`src/rtl/uart_cmd_decoder.sv`:
```
//------------------------------------------------------------------------------
// Module      : uart_cmd_decoder
// Description : Assembles SYNC/CMD/ARG/CHK packets from a UART byte stream
//               and drives the Pong game control registers.
// Revision    : 1.0 - initial release
//------------------------------------------------------------------------------
`default_nettype none

module uart_cmd_decoder #(
    parameter logic [7:0] SYNC_BYTE    = 8'hA5,
    parameter logic [7:0] MAX_Y        = 8'd200,
    parameter logic [7:0] INIT_Y       = 8'd100,
    parameter int         TIMEOUT_CLKS = 17360
) (
    input  logic       clk_in,
    input  logic       rst_in,
    input  logic       data_valid,
    input  logic [7:0] data_byte_op,
    output logic [7:0] paddle1_y,
    output logic [7:0] paddle2_y,
    output logic       game_run,
    output logic       game_reset,
    output logic       cmd_ok,
    output logic       cmd_error
);

    localparam int          c_CNT_W    = 15;
    localparam logic [14:0] c_TMO_LAST = 15'(TIMEOUT_CLKS - 1);

    localparam logic [7:0] c_CMD_P1    = 8'h01;
    localparam logic [7:0] c_CMD_P2    = 8'h02;
    localparam logic [7:0] c_CMD_RUN   = 8'h03;
    localparam logic [7:0] c_CMD_RESET = 8'h04;

    typedef enum logic [1:0] {
        S_WAIT_SYNC = 2'd0,
        S_GET_CMD   = 2'd1,
        S_GET_ARG   = 2'd2,
        S_GET_CHK   = 2'd3
    } state_t;

    state_t               r_state;
    state_t               w_state_nxt;
    logic [c_CNT_W-1:0]   r_tmo_cnt;
    logic [c_CNT_W-1:0]   w_tmo_cnt_nxt;
    logic [7:0]           r_cmd;
    logic [7:0]           w_cmd_nxt;
    logic [7:0]           r_arg;
    logic [7:0]           w_arg_nxt;
    logic [7:0]           r_p1;
    logic [7:0]           w_p1_nxt;
    logic [7:0]           r_p2;
    logic [7:0]           w_p2_nxt;
    logic                 r_run;
    logic                 w_run_nxt;
    logic                 r_greset;
    logic                 w_greset_nxt;
    logic                 r_ok;
    logic                 w_ok_nxt;
    logic                 r_err;
    logic                 w_err_nxt;

    logic [7:0]           w_arg_clamped;
    logic                 w_chk_match;
    logic                 w_tmo_hit;

    assign w_arg_clamped = (r_arg > MAX_Y) ? MAX_Y : r_arg;
    assign w_chk_match   = (data_byte_op == (r_cmd ^ r_arg));
    assign w_tmo_hit     = (r_tmo_cnt == c_TMO_LAST);

    always_ff @(posedge clk_in) begin
        if (rst_in) begin
            r_state   <= S_WAIT_SYNC;
            r_tmo_cnt <= '0;
            r_cmd     <= '0;
            r_arg     <= '0;
            r_p1      <= INIT_Y;
            r_p2      <= INIT_Y;
            r_run     <= 1'b0;
            r_greset  <= 1'b0;
            r_ok      <= 1'b0;
            r_err     <= 1'b0;
        end else begin
            r_state   <= w_state_nxt;
            r_tmo_cnt <= w_tmo_cnt_nxt;
            r_cmd     <= w_cmd_nxt;
            r_arg     <= w_arg_nxt;
            r_p1      <= w_p1_nxt;
            r_p2      <= w_p2_nxt;
            r_run     <= w_run_nxt;
            r_greset  <= w_greset_nxt;
            r_ok      <= w_ok_nxt;
            r_err     <= w_err_nxt;
        end
    end

    always_comb begin
        w_state_nxt   = r_state;
        w_tmo_cnt_nxt = (r_state == S_WAIT_SYNC) ? '0 : r_tmo_cnt + 15'd1;
        w_cmd_nxt     = r_cmd;
        w_arg_nxt     = r_arg;
        w_p1_nxt      = r_p1;
        w_p2_nxt      = r_p2;
        w_run_nxt     = r_run;
        w_greset_nxt  = 1'b0;
        w_ok_nxt      = 1'b0;
        w_err_nxt     = 1'b0;

        case (r_state)
            S_WAIT_SYNC: begin
                if (data_valid && (data_byte_op == SYNC_BYTE)) begin
                    w_state_nxt   = S_GET_CMD;
                    w_tmo_cnt_nxt = '0;
                end
            end

            S_GET_CMD: begin
                if (data_valid) begin
                    w_cmd_nxt     = data_byte_op;
                    w_state_nxt   = S_GET_ARG;
                    w_tmo_cnt_nxt = '0;
                end else if (w_tmo_hit) begin
                    w_state_nxt   = S_WAIT_SYNC;
                    w_tmo_cnt_nxt = '0;
                    w_err_nxt     = 1'b1;
                end
            end

            S_GET_ARG: begin
                if (data_valid) begin
                    w_arg_nxt     = data_byte_op;
                    w_state_nxt   = S_GET_CHK;
                    w_tmo_cnt_nxt = '0;
                end else if (w_tmo_hit) begin
                    w_state_nxt   = S_WAIT_SYNC;
                    w_tmo_cnt_nxt = '0;
                    w_err_nxt     = 1'b1;
                end
            end

            S_GET_CHK: begin
                if (data_valid) begin
                    w_state_nxt   = S_WAIT_SYNC;
                    w_tmo_cnt_nxt = '0;
                    if (!w_chk_match) begin
                        w_err_nxt = 1'b1;
                    end else begin
                        // Unknown commands leave every control register untouched.
                        case (r_cmd)
                            c_CMD_P1: begin
                                w_p1_nxt = w_arg_clamped;
                                w_ok_nxt = 1'b1;
                            end
                            c_CMD_P2: begin
                                w_p2_nxt = w_arg_clamped;
                                w_ok_nxt = 1'b1;
                            end
                            c_CMD_RUN: begin
                                w_run_nxt = r_arg[0];
                                w_ok_nxt  = 1'b1;
                            end
                            c_CMD_RESET: begin
                                w_greset_nxt = 1'b1;
                                w_run_nxt    = 1'b0;
                                w_p1_nxt     = INIT_Y;
                                w_p2_nxt     = INIT_Y;
                                w_ok_nxt     = 1'b1;
                            end
                            default: begin
                                w_err_nxt = 1'b1;
                            end
                        endcase
                    end
                end else if (w_tmo_hit) begin
                    w_state_nxt   = S_WAIT_SYNC;
                    w_tmo_cnt_nxt = '0;
                    w_err_nxt     = 1'b1;
                end
            end

            default: begin
                w_state_nxt   = S_WAIT_SYNC;
                w_tmo_cnt_nxt = '0;
            end
        endcase
    end

    assign paddle1_y  = r_p1;
    assign paddle2_y  = r_p2;
    assign game_run   = r_run;
    assign game_reset = r_greset;
    assign cmd_ok     = r_ok;
    assign cmd_error  = r_err;

endmodule

`default_nettype wire
```
`config.mk`:
```
export PLATFORM = sky130hd
export DESIGN_NAME = uart_cmd_decoder
export DESIGN_NICKNAME = d
export VERILOG_FILES = /design/src/rtl/uart_cmd_decoder.sv
export SDC_FILE = /design/constraint.sdc
export NUM_CORES = 1
export LEC_CHECK = 0
export CAP_MARGIN = 10
export CORE_MARGIN = 2
export CORE_UTILIZATION = 59
export CTS_CLUSTER_SIZE = 16
export DETAILED_ROUTE_END_ITERATION = 8
export GPL_TIMING_DRIVEN = 1
export PLACE_DENSITY = 0.87
export SKIP_LAST_GASP = 1
export SYNTH_ARGS = -nofsm -noshare
export SYNTH_HDL_FRONTEND = slang
export SYNTH_SLANG_ARGS = --single-unit
export TNS_END_PERCENT = 30
```
`constraint.sdc`:
```
create_clock -name clk_in -period 5.2 [get_ports clk_in]
set_clock_uncertainty 0.2 [all_clocks]
set_input_delay 0.52 -clock clk_in [delete_from_list [all_inputs] [get_ports clk_in]]
set_output_delay 0.52 -clock clk_in [all_outputs]
set_load 0.01 [all_outputs]
```
==> results_dict.tcl <==
set metrics [dict create \
    outcome "complete, no violations" \
    final_common_cell "dfxtp_1" \
    synth-edff-count 0 \
    final_antenna_net_count 0 \
    boundaryPins 31 \
    diodes 0 \
    cts-hold-fix-buffers 0 \
    cts_sinks 53 \
    gp_congestion 0.824 \
    post-dp-hpwl_mm 3.65 \
    synthToLayoutAreaGrowth_pct 17.4 \
    ys_ff_latch 53 \
    layout.nets 323 \
    arrival_ps 2910 \
    post-route-period-util 0.554 \
    hold_class "reg2reg" \
    synth-xor-area-share 0.122 \
    synth_cell_types 43 \
    use_met3 0.0505 \
    vias_per_cell 5.69 \
    yosysWarnings 0 \
    worstHoldPathCells 1 \
    layout_setup_ws_ps 2320 \
    hold_violations 0 \
    clockRootBuffer "clkbuf_8" \
    reg2regPathDepth 4 \
    muxShareOfSynthArea 0.0655 \
    drc 0 \
    synth-compound-area-share 0.0746 \
    die-area_um2 4950 \
    ys_seq_area_frac 0.408 \
    dp_slack_ps 2020 \
    finalMaxSlewViolations 0 \
    ctsResizeCount 0 \
    finalSetupTns_ps 0 \
    top_usage_layer "met2" \
    r2r_end "paddle1_y[4]" \
    peakVddDrop_v 0.000176 \
    grt_use_met1 0.323 \
    wirelength_mm 5.28 \
    fp.dieW_um 70.4 \
    antenna_found_initial 0 \
    rrSetupSlack_ps 2900 \
    grt_max_degree 40 \
    routedWlPerCell_um 14.7 \
    die_h_um 70.4 \
    min_from "r_tmo_cnt[0]" \
    cp.required_ps 5230 \
    drv_cap 0 \
    synthArstFlopShare 0 \
    clk_latency_ps 310 \
    cp_max_fo 24 \
    cp-start-kind "input port" \
    final_cell_mix "53 x dfxtp_1, 30 x clkdlybuf4s50_1, 29 x nor2_1" \
    ctsLongestPathBuffers 2 \
    synthFlopType "dfxtp_1" \
    worstSetupPathType "in2reg" \
    gr-usage-met2 0.333 \
    place.port_buffers 30 \
    netlist_instances 282 \
    tightestPinTransition_ps 810 \
    dr_total_vias 2050 \
    grt_pass1_vias 1845 \
    numCtsBuffers 5 \
    end_kind "register" \
    syn-cell-area_um2 2600 \
    synth-simple-area-share 0.273 \
    row_count 24 \
    htreeDepth 2 \
    core-area_um2 4290 \
    initial_core_util 0.605 \
    setup_viol 0 \
    hold_path_end "r_tmo_cnt[0]" \
    synth_top_family_by_area "simple AND/OR/NAND/NOR gates" \
    synthAdderAreaFrac 0.0241 \
    firstDrtPassIters 4 \
    leakagePower_nw 1.02 \
    r2r-start "r_cmd[3]" \
    cts_tree "done" \
    rsz0062_at_grt "no" \
    cts.reportedPaths.clkPinSlew_ps 90 \
    post-cts-setup-buffer-count 0 \
    grt_usage 0.221 \
    grt_first_pass_wirelength_mm 8.81 \
    fin_crit_ps 2880 \
    drive_gt1_frac 0.0617 \
    slew_headroom 0.459 \
    p_per_area_nw_per_um2 250 \
    gr-total-overflow 0 \
    drt_iter0_drc 181 \
    syn-num-nets 298 \
    synth_area_per_cell_um2 9.22 \
    fmax_ghz 0.347 \
]
==> flip-flops by register name, indices dropped and copies added (netlist names) <==
name	flops
r_state	2
game_reset	1
r_tmo_cnt	15
paddle2_y	8
game_run	1
paddle1_y	8
r_cmd	8
cmd_error	1
cmd_ok	1
r_arg	8
==> routing by layer <==
layer,up-vias,share of wire
li1,1031,-
met1,942,0.46
met2,71,0.47
met3,6,0.064
met4,0,0.0091
met5,-,0
==> worst max-delay path: stages <==
cell and delay (ps):
clkdlybuf4s50_1 1000, nand4_2 360, nor4_4 740, mux2i_1 290
==> Yosys cell counts (all sizes together) (3+ instances only) <==
library cell	instances	area share
a21oi	19	0.037
buf	4	0.0082
clkbuf	9	0.013
dfxtp	53	0.41
ha	5	0.024
inv	8	0.012
mux2i	17	0.065
nand2	25	0.036
nand2b	11	0.026
nand3	26	0.050
nand3b	3	0.0087
nand4	3	0.015
nor2	29	0.042
nor3	6	0.012
nor4	9	0.036
o21ai	5	0.0096
or3	4	0.0096
xnor2	11	0.037
xnor3	8	0.071
xor2	4	0.013
==> where the power goes <==
group / switching (mW) / total [mW] / internal [mW]
logic: 0.0181 / 0.0352 / 0.0171
registers: 0.0000892 / 0.406 / 0.406
clock network: 0.131 / 0.322 / 0.191
total: 0.150 / 0.763 / 0.614
==> metrics by stage <==
| stage | std cells | power [mW] | utilization | hold WS (ps) | cell area [µm²] |
|---|---|---|---|---|---|
| 2_1_floorplan | 282 | 0.435 | - | 241 | 2600 |
| 3_3_place_gp | 352 | 0.450 | 0.679 | 256 | 2920 |
| 3_5_place_dp | 352 | 0.450 | 0.679 | 260 | 2920 |
| 4_1_cts | 360 | 0.767 | 0.710 | 281 | 3050 |
| 5_1_grt | 360 | 0.786 | 0.710 | 308 | 3050 |
| 6_report | 360 | 0.763 | 0.710 | 275 | 3050 |
==> worst max path at each step <==
stage,start,endpoint,slack [ps]
2_1_floorplan,data_byte_op[2],paddle1_y[3],3130
3_3_place_gp,data_valid,paddle2_y[7],2100
3_5_place_dp,data_valid,paddle1_y[4],2020
4_1_cts,data_valid,paddle1_y[4],2320
5_1_grt,data_valid,paddle1_y[4],2170
6_report,data_valid,paddle1_y[4],2320
==> layout make-up <==
| type | instances | area, µm² |
|---|---|---|
| fillers | 321 | 1240 |
| clock buffers | 5 | 68.8 |
| inverters | 8 | 30.0 |
| flip-flops and latches | 53 | 1060 |
| multi-input cells | 208 | 1450 |
| repair buffers | 31 | 308 |
| well taps | 52 | 65.1 |
| clock inverters | 3 | 65.1 |
==> cell families after synthesis <==
logic type	count (synthesis)
fa+ha+maj	5
compound gates	34
simple gates	129
buf+inv	21
mux	17
flops	53
xor+xnor	23
No activity file was read; power rests on OpenSTA's default activity.
